**config.mk**
```make
export PLATFORM = sky130hd
export DESIGN_NAME = win_kxk_stream
export DESIGN_NICKNAME = d
export VERILOG_FILES = /design/src/rtl/win_kxk_stream_pkg.sv /design/src/rtl/win_kxk_stream_line_buffer.sv /design/src/rtl/win_kxk_stream.sv
export SDC_FILE = /design/constraint.sdc
export NUM_CORES = 1
export LEC_CHECK = 0
export BUFFER_PORTS_ARGS = -buffer_cell sky130_fd_sc_hd__buf_2
export CORE_ASPECT_RATIO = 1.4
export CORE_MARGIN = 4
export CORE_UTILIZATION = 50
export DETAILED_ROUTE_END_ITERATION = 12
export GPL_ROUTABILITY_DRIVEN = 0
export PLACE_DENSITY = 0.71
export SYNTH_ARGS = -nofsm -noshare
export SYNTH_HDL_FRONTEND = slang
export SYNTH_SLANG_ARGS = --single-unit
```
**constraint.sdc**
```tcl
create_clock -name clk -period 12.9 [get_ports clk]
set_input_delay 0 -clock clk [delete_from_list [all_inputs] [get_ports clk]]
set_output_delay 0 -clock clk [all_outputs]
set_load 0.005 [all_outputs]
```
**src/rtl/win_kxk_stream_pkg.sv**
```systemverilog
// Shared helpers for the K x K streaming window generator and its testbench.
package win_kxk_stream_pkg;

    function automatic int unsigned clog2(input int unsigned n);
        int unsigned r;
        r = 0;
        for (int unsigned i = 0; i < 32; i++) begin
            if ((64'd1 << i) < 64'(n)) r = i + 1;
        end
        return r;
    endfunction

    // Bit offset of element (r,c,ch) in the flattened window bus.
    function automatic int unsigned win_idx(input int unsigned r, input int unsigned c,
                                            input int unsigned ch, input int unsigned k,
                                            input int unsigned ch_n, input int unsigned pix_bits);
        return ((r * k + c) * ch_n + ch) * pix_bits;
    endfunction

endpackage

```
**src/rtl/win_kxk_stream_line_buffer.sv**
```systemverilog
// Circular one-row line buffer: asynchronous read and synchronous write share one column address.
module line_buffer
    import win_kxk_stream_pkg::*;
#(
    parameter int unsigned DEPTH  = 32,
    parameter int unsigned WIDTH  = 8,
    parameter int unsigned ADDR_W = clog2(DEPTH)
) (
    input  logic              clk,
    input  logic              wr_en,
    input  logic [ADDR_W-1:0] addr,
    input  logic [WIDTH-1:0]  wr_data,
    output logic [WIDTH-1:0]  rd_data
);

    logic [WIDTH-1:0] mem [DEPTH];

    always_ff @(posedge clk) begin
        if (wr_en) mem[addr] <= wr_data;
    end

    // Read returns the entry written one row earlier, before this beat overwrites it.
    assign rd_data = mem[addr];

endmodule

```
**src/rtl/win_kxk_stream.sv**
```systemverilog
// Raster-order pixel stream to K x K (x CH) sliding windows with stride and valid/ready on both sides.
module win_kxk_stream
    import win_kxk_stream_pkg::*;
#(
    parameter int unsigned K          = 5,
    parameter int unsigned IMG_WIDTH  = 32,
    parameter int unsigned IMG_HEIGHT = 32,
    parameter int unsigned PIX_BITS   = 8,
    parameter int unsigned CH         = 1,
    parameter int unsigned STRIDE     = 1
) (
    input  logic                         clk,
    input  logic                         rst,
    input  logic                         in_valid,
    output logic                         in_ready,
    input  logic [CH*PIX_BITS-1:0]       in_data,
    output logic                         out_valid,
    input  logic                         out_ready,
    output logic [K*K*CH*PIX_BITS-1:0]   win_out,
    output logic                         out_last
);

    localparam int unsigned BEAT_W   = CH * PIX_BITS;
    localparam int unsigned COL_W    = clog2(IMG_WIDTH);
    localparam int unsigned ROW_W    = clog2(IMG_HEIGHT);
    localparam int unsigned PH_W     = clog2(STRIDE + 1);
    localparam int unsigned LAST_ROW = (K - 1) + ((IMG_HEIGHT - K) / STRIDE) * STRIDE;
    localparam int unsigned LAST_COL = (K - 1) + ((IMG_WIDTH - K) / STRIDE) * STRIDE;

    logic [COL_W-1:0] col;
    logic [ROW_W-1:0] row;
    logic [PH_W-1:0]  col_ph;
    logic [PH_W-1:0]  row_ph;

    logic accept, emit, last_pos, col_ge, row_ge, end_of_row, end_of_frame;

    logic [BEAT_W-1:0]         lb_rd    [K-1];
    logic [BEAT_W-1:0]         col_vec  [K];
    logic [BEAT_W-1:0]         win      [K][K];
    logic [BEAT_W-1:0]         win_next [K][K];
    logic [K*K*BEAT_W-1:0]     win_flat;

    assign in_ready     = !out_valid || out_ready;
    assign accept       = in_valid && in_ready;
    assign col_ge       = col >= COL_W'(K - 1);
    assign row_ge       = row >= ROW_W'(K - 1);
    assign end_of_row   = col == COL_W'(IMG_WIDTH - 1);
    assign end_of_frame = end_of_row && (row == ROW_W'(IMG_HEIGHT - 1));
    assign emit         = row_ge && col_ge && (row_ph == '0) && (col_ph == '0);
    assign last_pos     = (row == ROW_W'(LAST_ROW)) && (col == COL_W'(LAST_COL));

    // Phase counters stay at 0 until the window first fits, then cycle 0..STRIDE-1.
    always_ff @(posedge clk) begin
        if (rst) begin
            col    <= '0;
            row    <= '0;
            col_ph <= '0;
            row_ph <= '0;
        end else if (accept) begin
            if (end_of_row) begin
                col    <= '0;
                col_ph <= '0;
                if (end_of_frame) begin
                    row    <= '0;
                    row_ph <= '0;
                end else begin
                    row    <= row + 1'b1;
                    row_ph <= (!row_ge || row_ph == PH_W'(STRIDE - 1)) ? '0 : row_ph + 1'b1;
                end
            end else begin
                col    <= col + 1'b1;
                col_ph <= (!col_ge || col_ph == PH_W'(STRIDE - 1)) ? '0 : col_ph + 1'b1;
            end
        end
    end

    for (genvar i = 0; i < K - 1; i++) begin : g_lb
        logic [BEAT_W-1:0] lb_wr;
        if (i == 0) begin : g_head
            assign lb_wr = in_data;
        end else begin : g_tail
            assign lb_wr = lb_rd[i-1];
        end
        line_buffer #(
            .DEPTH (IMG_WIDTH),
            .WIDTH (BEAT_W)
        ) u_lb (
            .clk     (clk),
            .wr_en   (accept),
            .addr    (col),
            .wr_data (lb_wr),
            .rd_data (lb_rd[i])
        );
    end

    // Newest column: oldest row from the deepest buffer, current row straight from the input.
    always_comb begin
        for (int unsigned r = 0; r < K - 1; r++) col_vec[r] = lb_rd[K-2-r];
        col_vec[K-1] = in_data;
    end

    always_comb begin
        for (int unsigned r = 0; r < K; r++) begin
            for (int unsigned c = 0; c < K - 1; c++) win_next[r][c] = win[r][c+1];
            win_next[r][K-1] = col_vec[r];
        end
    end

    always_comb begin
        win_flat = '0;
        for (int unsigned r = 0; r < K; r++) begin
            for (int unsigned c = 0; c < K; c++) begin
                win_flat[win_idx(r, c, 0, K, CH, PIX_BITS) +: BEAT_W] = win_next[r][c];
            end
        end
    end

    always_ff @(posedge clk) begin
        if (accept) win <= win_next;
    end

    always_ff @(posedge clk) begin
        if (rst) begin
            out_valid <= 1'b0;
            out_last  <= 1'b0;
            win_out   <= '0;
        end else if (accept && emit) begin
            out_valid <= 1'b1;
            out_last  <= last_pos;
            win_out   <= win_flat;
        end else if (out_ready) begin
            out_valid <= 1'b0;
            out_last  <= 1'b0;
        end
    end

endmodule

```
==> out/qor.yml <==
dieArea_um2: 110300
synth_top_area_share_pct: 67.71
p_clk_share_pct: 39.9
finClkSkew_ns: 0.04119
setup_viol: 0
final_cells: 4919
cp-end-kind: "flip-flop"
worstPathRequired_ns: 13.44
mappedNetlistNets: 3264
drc: 0
reg2reg_depth: 7
first_pass_iters: 5
syn-instance-count: 3244
first_iter_violations: 2768
finalCriticalPeriod_ns: 4.892
reg2reg_to: "g_lb[1].u_lb.mem[2][2]"
synth.distinct_cells: 38
antenna_cells: 0
grt_pass1_vias: 28100
pwr_density_cell_nw_per_um2: 154.5
hp-class: "in2reg"
avgSynthCellArea_um2: 16.19
startpoint_type: "flip-flop"
synth_edf_count: 1184
sw_frac_of_total_pct: 20.86
h-tree-depth: 3
ant_nets: 0
status: "finished, final reports clean"
ys_ff_latch: 1403
grt_pass1_wl_um: 181900
rows: 140
synth-main-ff-cell: "edfxtp_1"
cts_buffers: 117
worst_pin_slew_ns: 1.234
async_flop_share_pct: 0
final_nets: 3488
clk_path_buf_depth: 3
area_delta_synth_final_pct: 13.16
regArea_um2: 39940
core-area_um2: 104200
die_h_um: 391.4
cts_sinks: 1403
clk_latency_ns: 0.73
drv_slew: 0
arrival_ns: 5.43
p_leak_nw: 18.90
post-cts-setup-buffers: 0
start_util_pct: 50.38
grtUsageTotal_pct: 22.31
fmax_mhz: 204.4
ys_seq_area_share_pct: 76.06
dp.cells: 4686
port_buffers: 214
cap_violations: 0
intPower_mw: 7.263
hold_depth: 4
cts_tree: "yes"
post-dp-hpwl_um: 64380
netlist_area_um2: 52510
r2r_setup_slack_ns: 8.01
route.vias.total: 28800
drt_wl_total_um: 125700
grt_max_degree: 146
peakVddDrop_mv: 0.1109
wl_per_cell_um: 25.55
via_per_inst: 5.854
num-fill-cells: 7807
max_slew_margin_pct: 17.72
hp-start: "out_ready"
pin_count: 215
p_comb_share_pct: 4.7
hold_viol: 0
yosys_warnings: 0
die_w_um: 281.9
sequentialPowerShare_pct: 55.4
post-route-period-util_pct: 37.92
synth_top_area_cell: "edfxtp_1"
rsz0062_at_grt: "false"
cts_root_buf: "clkbuf_16"
fin_total_pwr_mw: 9.178
clkSlewWorstSetupHoldPaths_ns: 0.06
switchingPower_mw: 1.914
grt_antenna_before_repair: 2
grt-ovfl-total: 0
multi_input_area_um2: 11730
crit_type: "reg2reg"
hold_slack_ns: 0.2034
tns_ns: 0
drive_gt1_share_pct: 15.57
holdPathEnd: "out_valid"
cp_max_fo: 133
yosys-top-cells-area: "edfxtp_1 68%, mux2i_1 9.8%, dfxtp_1 8.3%"
-- Yosys cell counts, types with 2 or more instances --
| library cell | count |
|---|---|
| a21oi_1 | 339 |
| ha_1 | 8 |
| edfxtp_1 | 1184 |
| nand3b_1 | 5 |
| dfxtp_1 | 219 |
| o21ai_0 | 3 |
| buf_4 | 47 |
| and3_1 | 2 |
| nor2b_1 | 2 |
| clkbuf_1 | 86 |
| buf_6 | 34 |
| nor4_2 | 32 |
| nand3_1 | 7 |
| or4_1 | 2 |
| inv_1 | 37 |
| nor2_1 | 36 |
| a22oi_1 | 256 |
| nand2b_1 | 3 |
| buf_2 | 17 |
| or3b_2 | 2 |
| mux2i_1 | 512 |
| nand2_1 | 349 |
| o21a_1 | 32 |
| buf_1 | 15 |
| a31oi_1 | 2 |
-- routing by layer --
layer  GRT usage [%]  vias to the layer above  wire (µm)
met1           27.82                    14550      48220
met4           8.154                        0       4001
met2           39.77                     1164      64930
met5               0                        -          0
li1                -                    12860          -
met3           2.995                      227       8544
-- state kept, by name (all words and copies together), names as in the netlist, named ones only --
name,flops
col,5
col_ph,1
g_lb.u_lb.mem,1024
out_last,1
out_valid,1
row,5
row_ph,1
win,160
win_out,200
-- power groups by stage --
| stage | Sequential, mW | Combinational, mW | Clock (mW) |
|---|---|---|---|
| finish | 5.08 | 0.431 | 3.66 |
| global route | 5.09 | 0.455 | 3.90 |
| CTS | 5.08 | 0.428 | 3.71 |
| detailed placement | 5.18 | 0.424 | 0 |
| global placement | 5.18 | 0.414 | 0 |
| floorplan | 5.17 | 0.266 | 0 |
-- cells in the final DEF, fill, tap and decap left out, types with 2 or more instances in the layout --
cell type	netlist	final
a21oi_1	339	339
a22oi_1	256	256
a31oi_1	2	2
and3_1	2	2
buf_12	0	6
buf_2	17	213
buf_4	47	71
buf_6	34	2
bufinv_16	0	13
clkbuf_1	86	18
clkbuf_16	0	121
clkbuf_8	0	19
clkinv_1	0	20
clkinv_2	0	20
clkinv_4	0	2
clkinv_8	0	3
dfxtp_1	219	218
dlygate4sd3_1	0	12
edfxtp_1	1184	1184
ha_1	8	8
inv_1	37	36
inv_6	0	3
mux2i_1	512	512
nand2_1	349	348
nand2b_2	0	2
nand3_1	7	7
nand3b_1	5	5
nor2_1	36	3
nor2_4	0	33
nor2b_4	0	2
nor4_2	32	8
nor4_4	0	24
o21a_1	32	32
o21ai_0	3	3
or3b_2	2	2
or4_1	2	2
-- how the worst max path moves through the flow --
stage              start                       to  slack (ns)  depth (start not counted)
2_1_floorplan  out_valid  g_lb[0].u_lb.mem[13][0]        4.56                          6
3_3_place_gp   flip-flop  g_lb[1].u_lb.mem[12][2]        8.26                          7
6_report       flip-flop   g_lb[1].u_lb.mem[2][2]        8.01                          7
4_1_cts        flip-flop   g_lb[1].u_lb.mem[2][2]        8.16                          7
5_1_grt        flip-flop   g_lb[2].u_lb.mem[0][0]        7.90                          7
3_5_place_dp   flip-flop  g_lb[1].u_lb.mem[15][2]        8.21                          7
-- logic make-up after synthesis --
group                    share of synthesized area, %
XOR/XNOR                                      0.01668
adder cells (fa/ha/maj)                        0.1906
multiplexers                                    9.760
buffers and inverters                           2.550
AO/OA/AOI/OAI                                   7.484
AND/OR/NAND/NOR                                 3.939
flip-flops                                      76.06
-- worst max-delay path, stage by stage, from the launching register on --
cell	delay, ns
dfxtp_4	0.98
buf_12	0.67
buf_12	0.68
mux2i_1	0.17
a22oi_1	0.18
a21oi_1	0.14
nor4_4	0.90
buf_4	0.33
-- stage by stage --
step	utilization, %	setup WS (ns)	area, µm²
6_report	57.01	8.008	59420
5_1_grt	57.01	7.904	59420
4_1_cts	57.01	8.161	59420
3_5_place_dp	53.00	8.206	55240
3_3_place_gp	52.99	8.260	55230
2_1_floorplan	-	4.558	52510
-- repair_timing --
action                                 CTS  global route
gates resized for setup                  0             0
endpoints found under the hold margin  362             0
hold buffers                            12             0
-- cell type report --
cell class,instances,area share (%)
tap,1349,2.841
timing repair buffer,304,3.133
sequential,1403,67.22
clock inverter,63,1.171
clock buffer,158,5.650
multi-input combinational,1605,19.74
inverter,37,0.2464
No activity file was read; power rests on OpenSTA's default activity.
